## src/rtl/oser_pkg.sv

```systemverilog
// Shared types and sizing helpers for the output serializer.
// Define OSER_PARITY_EN to append an odd-parity bit to every frame.
package oser_pkg;

  typedef enum logic [0:0] {
    OSER_IDLE  = 1'b0,
    OSER_SHIFT = 1'b1
  } oser_state_e;

`ifdef OSER_PARITY_EN
  localparam int OSER_PAR_BITS = 1;
`else
  localparam int OSER_PAR_BITS = 0;
`endif

  // Bits per frame on the pad: data plus optional parity.
  function automatic int oser_frame_len(input int data_w);
    return data_w + OSER_PAR_BITS;
  endfunction

  function automatic int oser_cnt_width(input int data_w);
    return $clog2(data_w + 1);
  endfunction

endpackage

```

## src/rtl/oser_gearbox_tx_if.sv

```systemverilog
// Fabric-side word interface of the output serializer.
// Handshake: a word moves when DV & DRDY are high at an enabled SCLK edge; the
// source holds D and DV steady until that edge, and D is sampled only there.
interface oser_gearbox_tx_if #(
  parameter int DATA_W = 8
);
  logic [DATA_W-1:0] D;
  logic              DV;
  logic              DRDY;

  modport master (output D, output DV, input DRDY);
  modport slave  (input D, input DV, output DRDY);
endinterface

```

## src/rtl/oser_hold_buf.sv

```systemverilog
// Single-entry holding register between the fabric handshake and the shifter.
// It may be drained and refilled at the same edge.
module oser_hold_buf #(
  parameter int DATA_W = 8
) (
  input  logic              clk,
  input  logic              rst,
  input  logic              en_i,
  input  logic              dv_i,
  input  logic [DATA_W-1:0] d_i,
  input  logic              drain_i,
  output logic              drdy_o,
  output logic              full_o,
  output logic [DATA_W-1:0] data_o
);
  logic              full_q;
  logic [DATA_W-1:0] data_q;
  logic              accept;

  // drain_i already includes the enable, so a draining entry frees the slot now.
  assign drdy_o = ~full_q | drain_i;
  assign accept = dv_i & drdy_o & en_i;
  assign full_o = full_q;
  assign data_o = data_q;

  always_ff @(posedge clk) begin
    if (rst) begin
      full_q <= 1'b0;
      data_q <= '0;
    end else if (accept) begin
      full_q <= 1'b1;
      data_q <= d_i;
    end else if (drain_i) begin
      full_q <= 1'b0;
    end
  end
endmodule

```

## src/rtl/oser_gearbox_tx.sv

```systemverilog
// Output serializer: holding register plus shifter driving a registered pad
// output Q with tristate TQ. Define OSER_PARITY_EN for an odd-parity bit.
module oser_gearbox_tx
  import oser_pkg::*;
#(
  parameter int   DATA_W     = 8,
  parameter bit   MSB_FIRST  = 1'b1,
  parameter logic IDLE_LEVEL = 1'b1
) (
  input  logic               SCLK,
  input  logic               CD,
  input  logic               SP,
  oser_gearbox_tx_if.slave   fab,
  output logic               Q,
  output logic               TQ,
  output logic               BUSY,
  output logic               LAST
);
  localparam int FRAME_W = oser_frame_len(DATA_W);
  localparam int CNT_W   = oser_cnt_width(DATA_W);

  logic              hold_full;
  logic [DATA_W-1:0] hold_data;
  logic              drain;

  oser_state_e       state_q;
  logic [DATA_W-1:0] sh_q;
  logic [CNT_W-1:0]  cnt_q;
  logic              q_q;
  logic              tq_q;
  logic              last_q;
`ifdef OSER_PARITY_EN
  logic              par_q;
`endif

  logic              load_bit;
  logic [DATA_W-1:0] load_rest;
  logic              next_bit;
  logic [DATA_W-1:0] next_rest;

  // Holding register empties into the shifter when idle or on the frame's last bit.
  assign drain = SP & hold_full & ((state_q == OSER_IDLE) | last_q);

  oser_hold_buf #(.DATA_W(DATA_W)) u_hold (
    .clk     (SCLK),
    .rst     (CD),
    .en_i    (SP),
    .dv_i    (fab.DV),
    .d_i     (fab.D),
    .drain_i (drain),
    .drdy_o  (fab.DRDY),
    .full_o  (hold_full),
    .data_o  (hold_data)
  );

  always_comb begin
    load_bit  = 1'b0;
    load_rest = '0;
    next_bit  = 1'b0;
    next_rest = '0;
    if (MSB_FIRST) begin
      load_bit  = hold_data[DATA_W-1];
      load_rest = {hold_data[DATA_W-2:0], 1'b0};
      next_bit  = sh_q[DATA_W-1];
      next_rest = {sh_q[DATA_W-2:0], 1'b0};
    end else begin
      load_bit  = hold_data[0];
      load_rest = {1'b0, hold_data[DATA_W-1:1]};
      next_bit  = sh_q[0];
      next_rest = {1'b0, sh_q[DATA_W-1:1]};
    end
  end

  always_ff @(posedge SCLK) begin
    if (CD) begin
      state_q <= OSER_IDLE;
      sh_q    <= '0;
      cnt_q   <= '0;
      q_q     <= IDLE_LEVEL;
      tq_q    <= 1'b1;
      last_q  <= 1'b0;
`ifdef OSER_PARITY_EN
      par_q   <= 1'b0;
`endif
    end else if (SP) begin
      if (drain) begin
        state_q <= OSER_SHIFT;
        sh_q    <= load_rest;
        cnt_q   <= CNT_W'(FRAME_W - 1);
        q_q     <= load_bit;
        tq_q    <= 1'b0;
        last_q  <= 1'b0;
`ifdef OSER_PARITY_EN
        par_q   <= ~^hold_data;
`endif
      end else if (state_q == OSER_SHIFT) begin
        if (last_q) begin
          state_q <= OSER_IDLE;
          cnt_q   <= '0;
          q_q     <= IDLE_LEVEL;
          tq_q    <= 1'b1;
          last_q  <= 1'b0;
        end else begin
          cnt_q  <= cnt_q - CNT_W'(1);
          last_q <= (cnt_q == CNT_W'(1));
          sh_q   <= next_rest;
`ifdef OSER_PARITY_EN
          // Count 1 means the last data bit is on Q; parity follows it.
          q_q    <= (cnt_q == CNT_W'(1)) ? par_q : next_bit;
`else
          q_q    <= next_bit;
`endif
        end
      end
    end
  end

  assign Q    = q_q;
  assign TQ   = tq_q;
  assign LAST = last_q;
  assign BUSY = (state_q == OSER_SHIFT) | hold_full;
endmodule

```

## src/flat_wrapper.sv

```systemverilog
// flat-port wrapper written by rule: the top's interface ports become plain ports
module oser_gearbox_tx_flat import oser_pkg::*;
#(
  parameter int   DATA_W     = 8,
  parameter bit   MSB_FIRST  = 1'b1,
  parameter logic IDLE_LEVEL = 1'b1
)
  (SCLK, CD, SP, Q, TQ, BUSY, LAST, fab_D, fab_DV, fab_DRDY);
  oser_gearbox_tx_if #(.DATA_W(DATA_W)) fab_i ();
  input  logic SCLK;
  input  logic CD;
  input  logic SP;
  output logic Q;
  output logic TQ;
  output logic BUSY;
  output logic LAST;
  input wire logic [$bits(fab_i.D)-1:0] fab_D;
  input wire logic [$bits(fab_i.DV)-1:0] fab_DV;
  output wire logic [$bits(fab_i.DRDY)-1:0] fab_DRDY;
  assign fab_i.D = fab_D;
  assign fab_i.DV = fab_DV;
  assign fab_DRDY = fab_i.DRDY;
  oser_gearbox_tx #(.DATA_W(DATA_W), .MSB_FIRST(MSB_FIRST), .IDLE_LEVEL(IDLE_LEVEL)) u_core (.SCLK(SCLK), .CD(CD), .SP(SP), .fab(fab_i), .Q(Q), .TQ(TQ), .BUSY(BUSY), .LAST(LAST));
endmodule
```

## config.mk

```make
export PLATFORM = sky130hd
export DESIGN_NAME = oser_gearbox_tx_flat
export DESIGN_NICKNAME = d
export VERILOG_FILES = /design/src/rtl/oser_pkg.sv /design/src/rtl/oser_gearbox_tx_if.sv /design/src/rtl/oser_hold_buf.sv /design/src/rtl/oser_gearbox_tx.sv /design/src/flat_wrapper.sv
export SDC_FILE = /design/constraint.sdc
export NUM_CORES = 1
export LEC_CHECK = 0
export CORE_AREA = 8 8 57 54
export DETAILED_ROUTE_END_ITERATION = 8
export DIE_AREA = 0 0 65 62
export PLACE_DENSITY = 0.81
export SLEW_MARGIN = 20
export SYNTH_ARGS = -nofsm -noshare
export SYNTH_HDL_FRONTEND = slang
export SYNTH_SLANG_ARGS = --single-unit
export TNS_END_PERCENT = 100
```

## constraint.sdc

```tcl
create_clock -name SCLK -period 3.39 [get_ports SCLK]
set_clock_uncertainty 0.1 [all_clocks]
set_input_delay 0.678 -clock SCLK [delete_from_list [all_inputs] [get_ports SCLK]]
set_output_delay 0.678 -clock SCLK [all_outputs]
set_load 0.02 [all_outputs]
```

==> out/metrics.csv, run 1 <==
stage,metric,value,unit
final_layout,most frequent cells in the layout,"dfxtp_1 (24), nor2_1 (19), clkdlybuf4s50_1 (16)",
timing,Tcrit/Tclk final,90.0,%
synthesis,Post-Synth Simple-Gate Area,21.8,%
critical_path,critical path's slowest cell,clkdlybuf4s50_1,
drt,Post-Route WL,2340,µm
die,Die Y,62,µm
place,dpl hpwl,1680,µm
clocking,CTS Hold Bufs,0,
power,Power Density,457,nW/µm²
power,sw frac,24.3,%
clocking,CTS tree,yes,
clocking,Clock Sinks,24,
drt,final antenna-violating net count,0,
power,Max rail drop VDD,0.000321,V
critical_path,Critical Path Max Stage Delay,610,ps
critical_path,"CP delay by family, top",buffers and inverters,
min_path,Hold WC Path Type,reg -> reg,
die,row cnt,16,
clocking,clk slew on worst S/H paths,130,ps
timing,RSZ-0062 raised after global routing,false,
die,Horiz. Die Dim,65,µm
power,leakage,0.470,nW
synthesis,cell count after synthesis,122,
clocking,CTS root buffer,clkbuf_4,
timing,WHS,369,ps
timing,post-route setup slack,339,ps
power,NetSw,0.146,mW
final_layout,Reg area,480,µm²
clocking,Max H-tree Level,1,
timing,fin crit period,3050,ps
synthesis,sequential share of the synthesized area,43.6,%
synthesis,Yosys warnings,0,
job,max_cap viols,0,
critical_path,Crit. End Element,primary output,
final_layout,antenna diode count,0,
global_route,grt met1 use,14.7,%
global_route,gr ovfl total,0,
critical_path,CP Launch Type,input pin,
clocking,PostCTS Resize Cnt,0,
final_layout,post-layout util,62.7,%
timing,setup TNS,0,ps
outcome,status,"finished, final reports clean",
drt,DRC viols,0,
drt,router iterations before antenna repair,4,
synthesis,flop and latch count out of synthesis,24,
global_route,global routing usage on met2,21.2,%
timing,Fmax,328,MHz
critical_path,WP buf/inv,2,
synthesis,syn_nets,136,
die,core area,2100,µm²
synthesis,"Cell Area, Synth",1100,µm²
synthesis,compound-cell area share of the yosys netlist,18.2,%
final_layout,layout cells sized above 1,8.76,%
place,GPL Wtd Cong,0.783,
synthesis,number of synthesized flops with an enable pin,0,
final_layout,"most common cell after layout, fill and taps aside",dfxtp_1,
global_route,global routing's busiest layer,met2,
power,Int Power,0.456,mW
final_layout,Final nets,152,
timing,Relative slew margins,42.6,%
power,Gate power share,14.1,%
global_route,initial antenna violation count,0,
synthesis,Synth Area in Adders,2.27,%
die,die footprint,4030,µm²
drt,Iteration-0 DRC Markers,65,
drt,WL/cell,14.3,µm
global_route,Total GRT Usage,12.6,%
global_route,largest net degree at the start of global routing,25,
synthesis,mux contribution to synthesized area,8.18,%
synthesis,ys flop type,dfxtp_1,
synthesis,largest family of logic cells by synthesized area,simple AND/OR/NAND/NOR gates,
power,clock network power share,34.9,%
clocking,latest clock arrival within the worst-skew pair,330,ps
final_layout,area grow syn2layout,19.7,%
timing,actual slew at the worst max-slew pin,859,ps
synthesis,Yosys cell types,33,
global_route,M3 GR Usage,5.02,%
clocking,clock buffer depth,2,
critical_path,Critical Path AT,2270,ps
global_route,global-route wire length before repair,4000,µm
synthesis,average size of a mapped cell,9.03,µm²
place,DP Worst Slack,329,ps
critical_path,kind of critical path,in -> out,
timing,Final Hold Fails,0,
place,port bufs,16,
final_layout,area of the multi-input gates,564,µm²
global_route,number of global-route vias before repair,896,
timing,final-report setup violation count,0,
clocking,TritonCTS buffer count,3,
drt,DR vias,913,
final_layout,fill count,193,
critical_path,WP data required,2610,ps
timing,fin. max-slew vios,0,
die,I/O Pins,17,
clocking,# Post-CTS Setup Buffers,0,
die,starting density of the core,52.4,%
critical_path,CP cell instances,clkdlybuf4s50_1 -> nand2_1 -> or2_4 -> nand2_1 -> clkdlybuf4s50_1,
synthesis,Async SR Flop Fraction,0,%
critical_path,worst-path fanout max,4,
power,Sequential Power Share,51.0,%
synthesis,XOR/XNOR Fraction of Synth Area,0.795,%
drt,via density per instance,5.57,
==> sequential cells by signal, indices dropped and copies added (netlist names) <==
name                  count
u_core.u_hold.full_o      1
u_core.cnt_q              4
u_core.Q                  1
u_core.LAST               1
u_core.sh_q               7
u_core.state_q            1
u_core.u_hold.data_o      8
u_core.TQ                 1
==> layer usage <==
layer / wire, µm / vias to the layer above
li1: - / 457
met1: 1070 / 429
met2: 1110 / 23
met3: 121 / 4
met4: 39 / 0
met5: 0 / -
==> stage by stage <==
stage                     power, mW  std cells  area [µm²]
after floorplan               0.366        122        1100
after global placement        0.394        160        1260
after detailed placement      0.398        160        1260
after CTS                     0.605        164        1320
after global routing          0.630        164        1320
final                         0.602        164        1320
==> logic make-up (layout without fill, tap and decap cells) <==
| group | count (synthesis) | after routing |
|---|---|---|
| mux | 9 | 9 |
| simple gates | 47 | 47 |
| fa+ha+maj | 2 | 2 |
| compound gates | 28 | 28 |
| flops | 24 | 24 |
| buf+inv | 11 | 26 |
| xor+xnor | 1 | 1 |
==> worst min-delay path: stages, from the launching register on <==
cell     delay, ps
dfxtp_1        320
inv_1           60
a21oi_1         60
==> Yosys cell counts, drive strengths merged (2+ instances only) <==
master  instances  area share (%)
nand3b          5             3.4
a211oi          2             1.4
o21ai           9             5.1
dfxtp          24              44
nor2           20             7.5
ha              2             2.3
mux2i           9             8.2
or2             2             1.4
a22oi           6             4.1
buf             4             2.7
clkbuf          2            0.68
a21oi           7             4.2
nand2          10             3.6
inv             5             1.7
nor3            4             1.8
==> power by group through the flow <==
stage / combinational, mW / sequential (mW) / clock [mW]
after floorplan: 0.0565 / 0.309 / 0
after CTS: 0.0858 / 0.307 / 0.212
after global routing: 0.0953 / 0.309 / 0.226
after detailed placement: 0.0850 / 0.313 / 0
after global placement: 0.0820 / 0.312 / 0
final: 0.0852 / 0.307 / 0.210
==> path summary, 6_finish.rpt <==
check	slack [ps]	end	depth (start not counted)	from
max reg2reg	1540	u_core.u_hold.data_o[6]	4	u_core.LAST
min	370	u_core.sh_q[4]	2	u_core.sh_q[4]
min reg2reg	370	u_core.sh_q[4]	2	u_core.sh_q[4]
max	340	fab_DRDY	5	SP
==> layout make-up <==
class	instances	share of cell area, %
Clock buffer	3	1.71
Clock inverter	1	2.28
Inverter	5	1.42
Multi-Input combinational cell	87	42.8
Sequential cell	24	36.5
Tap cell	27	2.56
Timing Repair Buffer	17	12.7
No activity file was read; power rests on OpenSTA's default activity.
==> inputs of run 2 (changes only) <==
Settings changed: GPL_TIMING_DRIVEN set to 1.
==> results of run 2 <==
Same layout as run 1: the final DEF is identical, and so are final timing and power.
